[src/rtl/mips_pkg.sv]
// Shared MIPS core types: multiply/divide opcodes, sequencer states and the
// architectural datapath width.
package mips_pkg;

  localparam int MIPS_WIDTH = 32;

  typedef enum logic [1:0] {
    MD_MULT  = 2'b00,
    MD_MULTU = 2'b01,
    MD_DIV   = 2'b10,
    MD_DIVU  = 2'b11
  } muldiv_op_t;

  typedef enum logic [1:0] {
    IDLE,
    CALC,
    FIX,
    DONE
  } muldiv_state_t;

endpackage

[src/rtl/muldiv_step.sv]
// One combinational iteration of the multiply/divide sequencer: a shift-add
// multiply step or a restoring-divide step, selected by is_div.
module muldiv_step
  import mips_pkg::*;
#(
  parameter int WIDTH = MIPS_WIDTH
) (
  input  logic             is_div,
  input  logic [WIDTH:0]   upper,
  input  logic [WIDTH-1:0] lower,
  input  logic [WIDTH-1:0] operand,
  output logic [WIDTH:0]   upper_next,
  output logic [WIDTH-1:0] lower_next
);

  logic [WIDTH:0]   sum;
  logic [WIDTH:0]   shifted;
  logic [WIDTH+1:0] diff;

  // Multiply: upper/lower form the product accumulator, shifted right each step.
  // Divide: upper is the partial remainder, lower shifts dividend out, quotient in.
  always_comb begin
    sum     = upper + (lower[0] ? {1'b0, operand} : '0);
    shifted = {upper[WIDTH-1:0], lower[WIDTH-1]};
    diff    = {1'b0, shifted} - {2'b00, operand};
    if (is_div) begin
      upper_next = diff[WIDTH+1] ? shifted : diff[WIDTH:0];
      lower_next = {lower[WIDTH-2:0], ~diff[WIDTH+1]};
    end else begin
      upper_next = {1'b0, sum[WIDTH:1]};
      lower_next = {sum[0], lower[WIDTH-1:1]};
    end
  end

endmodule

[src/rtl/muldiv_hilo_unit.sv]
// Multicycle MULT/MULTU/DIV/DIVU sequencer owning the architectural HI/LO
// registers; requests a pipeline stall while a result is pending.
module muldiv_hilo_unit
  import mips_pkg::*;
#(
  parameter int WIDTH = MIPS_WIDTH
) (
  input  logic             clk,
  input  logic             rst_n,
  input  logic             start,
  input  logic [1:0]       op,
  input  logic [WIDTH-1:0] rs_val,
  input  logic [WIDTH-1:0] rt_val,
  input  logic             mthi,
  input  logic             mtlo,
  input  logic [WIDTH-1:0] wdata,
  input  logic             rd_req,
  output logic             busy,
  output logic             done,
  output logic             div_by_zero,
  output logic             stall,
  output logic [WIDTH-1:0] hi,
  output logic [WIDTH-1:0] lo
);

  localparam int CW = $clog2(WIDTH);

  muldiv_state_t state, state_next;
  muldiv_op_t    op_q;
  logic [CW-1:0]      count;
  logic [WIDTH:0]     upper_q, upper_next;
  logic [WIDTH-1:0]   lower_q, lower_next, operand_q, rs_raw_q, hi_q, lo_q;
  logic               neg_q, rem_neg_q, dbz_q, is_div_q;
  logic               in_div, in_signed, rs_neg, rt_neg;
  logic [WIDTH-1:0]   rs_mag, rt_mag, fix_hi, fix_lo;
  logic [2*WIDTH-1:0] product;

  always_comb begin
    in_div    = op[1];
    in_signed = ~op[0];
    rs_neg    = in_signed & rs_val[WIDTH-1];
    rt_neg    = in_signed & rt_val[WIDTH-1];
    rs_mag    = rs_neg ? -rs_val : rs_val;
    rt_mag    = rt_neg ? -rt_val : rt_val;
  end

  assign is_div_q = (op_q == MD_DIV) || (op_q == MD_DIVU);

  muldiv_step #(.WIDTH(WIDTH)) u_step (
    .is_div     (is_div_q),
    .upper      (upper_q),
    .lower      (lower_q),
    .operand    (operand_q),
    .upper_next (upper_next),
    .lower_next (lower_next)
  );

  always_ff @(posedge clk or negedge rst_n) begin
    if (!rst_n) state <= IDLE;
    else        state <= state_next;
  end

  always_comb begin
    state_next = state;
    case (state)
      IDLE:    if (start) state_next = CALC;
      CALC:    if (count == CW'(WIDTH - 1)) state_next = FIX;
      FIX:     state_next = DONE;
      DONE:    state_next = IDLE;
      default: state_next = IDLE;
    endcase
  end

  // Sign fix-up; a zero divisor bypasses it and returns the raw dividend in HI.
  always_comb begin
    product = {upper_q[WIDTH-1:0], lower_q};
    fix_hi  = '0;
    fix_lo  = '0;
    if (!is_div_q) begin
      {fix_hi, fix_lo} = neg_q ? -product : product;
    end else if (dbz_q) begin
      fix_hi = rs_raw_q;
      fix_lo = '1;
    end else begin
      fix_lo = neg_q ? -lower_q : lower_q;
      fix_hi = rem_neg_q ? -upper_q[WIDTH-1:0] : upper_q[WIDTH-1:0];
    end
  end

  always_ff @(posedge clk or negedge rst_n) begin
    if (!rst_n) begin
      op_q      <= MD_MULT;
      count     <= '0;
      upper_q   <= '0;
      lower_q   <= '0;
      operand_q <= '0;
      rs_raw_q  <= '0;
      neg_q     <= 1'b0;
      rem_neg_q <= 1'b0;
      dbz_q     <= 1'b0;
      hi_q      <= '0;
      lo_q      <= '0;
    end else begin
      case (state)
        IDLE: begin
          if (mthi) hi_q <= wdata;
          if (mtlo) lo_q <= wdata;
          if (start) begin
            op_q      <= muldiv_op_t'(op);
            count     <= '0;
            upper_q   <= '0;
            lower_q   <= in_div ? rs_mag : rt_mag;
            operand_q <= in_div ? rt_mag : rs_mag;
            rs_raw_q  <= rs_val;
            neg_q     <= rs_neg ^ rt_neg;
            rem_neg_q <= rs_neg;
            dbz_q     <= in_div & (rt_val == '0);
          end
        end
        CALC: begin
          count   <= count + CW'(1);
          upper_q <= upper_next;
          lower_q <= lower_next;
        end
        FIX: begin
          hi_q <= fix_hi;
          lo_q <= fix_lo;
        end
        default: ;
      endcase
    end
  end

  assign busy        = (state != IDLE);
  assign done        = (state == DONE);
  assign div_by_zero = (state == DONE) & dbz_q;
  assign stall       = (rd_req | start | mthi | mtlo) & busy;
  assign hi          = hi_q;
  assign lo          = lo_q;

endmodule

[config.mk]
export PLATFORM = sky130hd
export DESIGN_NAME = muldiv_hilo_unit
export DESIGN_NICKNAME = d
export VERILOG_FILES = /design/src/rtl/mips_pkg.sv /design/src/rtl/muldiv_step.sv /design/src/rtl/muldiv_hilo_unit.sv
export SDC_FILE = /design/constraint.sdc
export NUM_CORES = 1
export LEC_CHECK = 0
export CAP_MARGIN = 15
export CORE_ASPECT_RATIO = 0.7
export CORE_MARGIN = 3
export CORE_UTILIZATION = 50
export DETAILED_ROUTE_END_ITERATION = 16
export GPL_TIMING_DRIVEN = 0
export PLACE_DENSITY = 0.71
export SLEW_MARGIN = 10
export SYNTH_ARGS = -nofsm -noshare
export SYNTH_HDL_FRONTEND = slang
export SYNTH_SLANG_ARGS = --single-unit
[constraint.sdc]
create_clock -name clk -period 4.2 [get_ports clk]
set_clock_uncertainty 0.1 [all_clocks]
set_input_delay 0.84 -clock clk [delete_from_list [all_inputs] [get_ports clk]]
set_output_delay 0.84 -clock clk [all_outputs]
set_load 0.005 [all_outputs]
==> results of run 1 <==
-- cell usage in the layout, fill, tap and decap left out, drive strengths merged, types with 17 or more instances in the layout --
cell type | netlist | layout
a31oi | 22 | 22
xor2 | 60 | 60
clkbuf | 133 | 162
clkdlybuf4s50 | 0 | 169
a22oi | 24 | 24
nand3 | 49 | 49
a21oi | 211 | 211
nor4 | 23 | 23
xnor2 | 117 | 117
mux2i | 46 | 46
o22ai | 31 | 31
and3 | 20 | 20
a21o | 41 | 41
o211ai | 22 | 22
o21ai | 221 | 221
nand2b | 25 | 25
o31ai | 27 | 27
or4 | 17 | 17
nand2 | 213 | 213
dfrtp | 204 | 204
nor3 | 35 | 35
mux2 | 54 | 54
nor2 | 204 | 204
inv | 73 | 74
ha | 74 | 74
buf | 24 | 35
or3 | 24 | 24
a211oi | 36 | 36
-- cell families after synthesis --
kind of cell	share of synthesized area
compound gates	0.260
xor+xnor	0.0895
fa+ha+maj	0.0558
buf+inv	0.0508
flops	0.295
mux	0.0617
simple gates	0.188
-- stage by stage --
stage	power (uW)	area [um2]	setup slack (ps)	util	cells
CTS	17000	20500	13.4	0.606	2888
finish	17500	20600	6.92	0.609	2894
floorplan	10500	17300	747	-	2207
detailed placement	14700	19700	-831	0.581	2843
global route	18500	20600	-30.4	0.609	2893
global placement	14500	19600	-6690	0.579	2841
-- worst max-delay path by stage --
stage	from	end	slack (ps)	cells past startpoint
after floorplan	lower_q[0]	upper_q[30]	750	13
after global placement	rst_n	lower_q[7]	-6690	1
after detailed placement	lower_q[0]	upper_q[31]	-830	13
after CTS	operand_q[6]	upper_q[6]	10	11
after global routing	lower_q[0]	upper_q[30]	-30	13
final	lower_q[31]	upper_q[8]	7	13
-- worst max-delay path, stage by stage (launching register included) --
cell and delay, ps:
sky130_fd_sc_hd__dfrtp_1 600, sky130_fd_sc_hd__inv_1 170, sky130_fd_sc_hd__ha_1 240, sky130_fd_sc_hd__nand2b_1 160
sky130_fd_sc_hd__a21oi_1 280, sky130_fd_sc_hd__o21ai_0 390, sky130_fd_sc_hd__o21ai_2 250, sky130_fd_sc_hd__buf_4 180
sky130_fd_sc_hd__a21o_1 230, sky130_fd_sc_hd__nand3_2 300, sky130_fd_sc_hd__nand2_1 320, sky130_fd_sc_hd__buf_2 410
sky130_fd_sc_hd__mux2i_1 240, sky130_fd_sc_hd__o21ai_0 130
-- cell type report --
type	count	area [um2]
inverter	73	278
fill	3139	13200
clock inverter	13	145
antenna	1	2.50
buffer	157	611
clock buffer	30	663
tap	464	581
timing repair buffer	179	1810
multi-input combinational	1773	11400
sequential	204	5110
-- state kept, by name (all words and copies together) (netlist names) --
register / cells
count: 5
dbz_q: 1
hi: 32
lo: 32
lower_q: 32
neg_q: 1
op_q: 1
operand_q: 32
rem_neg_q: 1
rs_raw_q: 32
state: 2
upper_q: 33
-- where the power goes --
group	internal [uW]	switching, uW	total [uW]
registers	2870	985	3860
clock network	1250	952	2200
logic	4250	7220	11500
-- per-layer routing --
layer  track usage  up-vias  wire length [um]  part of all wire
met5             0        -                 0                 0
met1         0.594     9032             32700              0.43
met2         0.535     1245             29100              0.39
met4         0.105        0              2290             0.030
li1              -     8369                 -                 -
met3         0.144      121             11400              0.15
-- timing repair --
| item | in CTS | in global routing |
|---|---|---|
| pin swaps | 1 | 3 |
| setup buffers | 2 | 5 |
| endpoints found under the setup margin | 36 | 42 |
| resized for setup | 13 | 11 |
==> flow_summary.toml, run 1 <==
[routing]
drt_pass1_iterations = 6
drt_iter0_markers = 2401
detail_route.wirelength_mm = 75.5
wire_per_inst_um = 26.1
ant_nets = 0
vias_per_cell = 6.48
detail_route.drc_violations = 0
dr_total_vias = 18800

[cts]
cts_num_sinks = 204
cts-root-to-sink-buffers = 3
cts-htree-levels = 1
tritoncts = "yes"
post_cts_hold_buffer_count = 0
cts_buffers = 24
worst_setup_hold_path_clk_slew_ps = 70
clock_latency_ps = 560
cts.root.buffer_cell = "sky130_fd_sc_hd__clkbuf_16"

[setup_path]
length_in_cells_of_the_worst_reg_to_reg_path = 13
setup.worst_path.end_class = "register"
worst_ep_arrival_time_ps = 4460
r2r_end = "upper_q[8]"
data_required_time_at_the_worst_endpoint_ps = 4470
rrSetupSlack_ps = 7
startpoint_types = "register"
crit_path_max_fanout = 10
r2r_start = "lower_q[31]"
criticalPathCategory = "reg2reg"

[global_routing]
wire_length_of_the_first_global_routing_pass_mm = 112
grt.total_usage = 0.397
grt_start_max_net_pins = 105
grt-ovfl-total = 0
grt_pass1_vias = 17300
grt_antenna_before_repair = 0

[placement]
place_congestion = 1.04
place.detailed.hpwl_mm = 60.6
placement.io_buffers = 170

[cells_and_area]
nNetsFinal = 2592
post_route_cells_drive_above_1_share = 0.0634
syn_to_final_growth_pct = 19.0

[sta]
rsz0062_at_grt = "true"
report.final.hold_viol_count = 0
fin_tns_setup_ps = 0
hold-worst-slack_ps = 30.3
max_clock_freq_mhz = 238
setup_viol = 0
timing.max_slew.rel_slack = 0.199
drv_slew = 0
finalCritPeriodShare = 0.998
post-route-min-period_ps = 4190
tightest_slew_ps = 1200

[power_and_ir_drop]
pwr_density_cell_mw_per_mm2 = 851
p_leak_uw = 0.00844
vdd.ir_drop.worst_v = 0.000494

[floorplan]
dieHeight_um = 162
core_area_mm2 = 0.0338
die-width_um = 228
boundaryPins = 172
die_footprint_mm2 = 0.0369
floorplan.initialDensity = 0.512
fp_rows = 56

[hold_path]
holdCritPathClass = "in2async"

[synthesis]
post-synth-top-area-cell = "sky130_fd_sc_hd__dfrtp_1"
yosysWarningCount = 0
synth_flop_cell = "sky130_fd_sc_hd__dfrtp_1"
area_share_of_the_leading_cell_type_in_the_synthesized_netlist = 0.295
post_synth_main_area_contributors = "sky130_fd_sc_hd__dfrtp_1 (29%), sky130_fd_sc_hd__o21ai_0 (6.3%), sky130_fd_sc_hd__a21oi_1 (6.1%)"
syn_inst = 2207
proportion_of_synthesized_flip_flops_having_asynchronous_set_or_reset = 1.00
yosys_register_bits = 204
synth.avg_cell_area_um2 = 7.84
post_synth_most_frequent_cells = "sky130_fd_sc_hd__o21ai_0 (217), sky130_fd_sc_hd__nand2_1 (213), sky130_fd_sc_hd__a21oi_1 (210)"
synth.net_count = 2387
synth_cell_type_count = 77
synth-edff-count = 0
most_common_cell_in_the_netlist = "sky130_fd_sc_hd__o21ai_0"
syn-cell-area_mm2 = 0.0173
yosysSeqAreaShare = 0.295

[flow_run]
cap_viol_max_count = 0

[status]
run_status = "finished clean"
(Power assumes the default switching activity.)
==> run 2: changes to the inputs <==
- CORE_ASPECT_RATIO: 0.7 -> unset
==> run 2 against run 1 <==
  * Wire length decreased by 2.4%
  * Register-to-register slack about the same
  * Critical endpoint is now upper_q[30]
  * First-iteration DRC count decreased by 6.0%
  * Core utilization increased by 0.070 points
  * Die area about the same
  * The run now ends with negative setup slack left
  * Total power increased by 0.30%
  * Worst setup slack got worse by 11 ps
  * Flip-flop and latch count unchanged
  * Sequential power about the same
==> flow_summary.toml, run 2 (synthesized netlist as in run 1, its figures left out) <==
[global_routing]
grt_pass1_vias = 17400
grt-ovfl-total = 0
grt_start_max_net_pins = 85
grt_antenna_before_repair = 2
wire_length_of_the_first_global_routing_pass_mm = 109
grt.total_usage = 0.391

[floorplan]
boundaryPins = 172
floorplan.initialDensity = 0.511
die_footprint_mm2 = 0.0369
core_area_mm2 = 0.0339
fp_rows = 67
die-width_um = 192
dieHeight_um = 192

[routing]
vias_per_cell = 6.54
drt_iter0_markers = 2258
drt_pass1_iterations = 6
detail_route.wirelength_mm = 73.6
dr_total_vias = 18800
detail_route.drc_violations = 0
wire_per_inst_um = 25.6
ant_nets = 0

[cells_and_area]
final_core_utilization = 0.610
nNetsFinal = 2588
final_common_cell = "sky130_fd_sc_hd__o21ai_0"
nFillCells = 3065
layoutNonFillerInstCount = 2875
post_route_cells_drive_above_1_share = 0.0618
syn_to_final_growth_pct = 19.2
antennaDiodeCount = 0
register_with_the_highest_flop_count = "upper_q"
largest_register_ffs = 33
final_cell_mix = "sky130_fd_sc_hd__o21ai_0 (214), sky130_fd_sc_hd__nand2_1 (212), sky130_fd_sc_hd__a21oi_1 (210)"
final_area_mm2 = 0.0206

[cts]
cts_num_sinks = 204
cts_buffers = 25
worst_setup_hold_path_clk_slew_ps = 60
cts.root.buffer_cell = "sky130_fd_sc_hd__clkbuf_16"
cts-htree-levels = 1
clock_latency_ps = 570
tritoncts = "yes"
post_cts_hold_buffer_count = 0
cts-root-to-sink-buffers = 3

[setup_path]
setup.worst_path.end_class = "register"
r2r_start = "lower_q[0]"
r2r_end = "upper_q[30]"
length_in_cells_of_the_worst_reg_to_reg_path = 13
criticalPathCategory = "reg2reg"
rrSetupSlack_ps = -5
data_required_time_at_the_worst_endpoint_ps = 4540
crit_path_max_fanout = 10
startpoint_types = "register"
worst_ep_arrival_time_ps = 4540

[status]
failing_checks = "negative setup slack"
run_status = "finished, violations left"

[sta]
tightest_slew_ps = 1180
report.final.hold_viol_count = 0
timing.max_slew.rel_slack = 0.206
setup_viol = 2
worst_slack_ps = -4.54
finalCritPeriodShare = 1.00
rsz0062_at_grt = "true"
max_clock_freq_mhz = 238
post-route-min-period_ps = 4200
drv_slew = 0

[placement]
dp_slack_ps = -622
placement.io_buffers = 170
place_inst = 2827
placedInstanceArea_mm2 = 0.0196
place_congestion = 1.02
place.detailed.hpwl_mm = 58.6

[power_and_ir_drop]
p_leak_uw = 0.00848
pwr_density_cell_mw_per_mm2 = 852
vdd.ir_drop.worst_v = 0.000378

[flow_run]
cap_viol_max_count = 0

[hold_path]
holdCritPathClass = "in2async"
==> run 2: cell count changes in the layout (fill, tap and decap cells not counted), moves of 2 or more <==
cell	delta
sky130_fd_sc_hd__clkbuf_8	-2
sky130_fd_sc_hd__a31oi_4	-2
sky130_fd_sc_hd__clkinvlp_4	-2
sky130_fd_sc_hd__bufinv_16	+4
sky130_fd_sc_hd__buf_4	-5
sky130_fd_sc_hd__buf_2	-2
==> run 2: worst max-delay path, stage by stage, from the launching register on <==
cell and delay [ps]:
sky130_fd_sc_hd__dfrtp_1 520, sky130_fd_sc_hd__inv_2 240, sky130_fd_sc_hd__clkbuf_2 310, sky130_fd_sc_hd__nor2_1 90, sky130_fd_sc_hd__ha_1 370, sky130_fd_sc_hd__nand3_1 290, sky130_fd_sc_hd__a21oi_1 280, sky130_fd_sc_hd__o21bai_1 150
sky130_fd_sc_hd__a31oi_1 380, sky130_fd_sc_hd__a31oi_1 240, sky130_fd_sc_hd__or4_1 590, sky130_fd_sc_hd__a21oi_1 190, sky130_fd_sc_hd__a31oi_1 60, sky130_fd_sc_hd__a32o_1 250
==> run 2: worst max path at each step <==
stage	to	cells past startpoint	start	slack [ps]
after floorplan	upper_q[30]	13	lower_q[0]	750
after global placement	operand_q[11]	1	rst_n	-6560
after detailed placement	upper_q[27]	12	lower_q[31]	-620
after CTS	upper_q[30]	13	lower_q[0]	8
after global routing	upper_q[30]	13	lower_q[0]	-90
final	upper_q[30]	13	lower_q[0]	-5
==> run 2: layout make-up <==
type	count	area, um2	share of cell area
plain buffers	157	612	0.0296
clock buffers	29	661	0.0320
clock inverters	17	262	0.0127
inverters	73	274	0.0133
multi-input cells	1773	11400	0.552
flip-flops and latches	204	5100	0.247
well taps	448	561	0.0272
repair buffers	174	1780	0.0861
==> run 2: report_power, final <==
| part | total (uW) | internal [uW] | leakage [uW] | switching (uW) |
|---|---|---|---|---|
| clock | 2460 | 1510 | 0.000449 | 951 |
| sequential | 3860 | 2870 | 0.00250 | 987 |
| combinational | 11300 | 4230 | 0.00553 | 7040 |
==> run 2: metal layers <==
metal,GRT usage,wire (um),vias up
li1,-,-,8385
met1,0.552,30200,8938
met2,0.577,30800,1245
met3,0.0796,8540,221
met4,0.176,4120,2
met5,0,17,-
==> run 2: stage by stage <==
stage | power, uW | setup TNS [ps] | hold slack [ps]
floorplan | 10500 | 0 | 350
global placement | 14400 | -1345560 | 362
detailed placement | 14600 | -17510 | 370
CTS | 17200 | 0 | 90.6
global route | 18600 | -89.0 | 111
finish | 17600 | -5.61 | 74.6
==> run 2: repair_timing <==
item                                    in CTS  in global routing
resized for setup                            9                 12
endpoints found under the hold margin        0                  0
buffers inserted                             2                  0
endpoints found under the setup margin      35                 36
pin swaps                                    1                  0
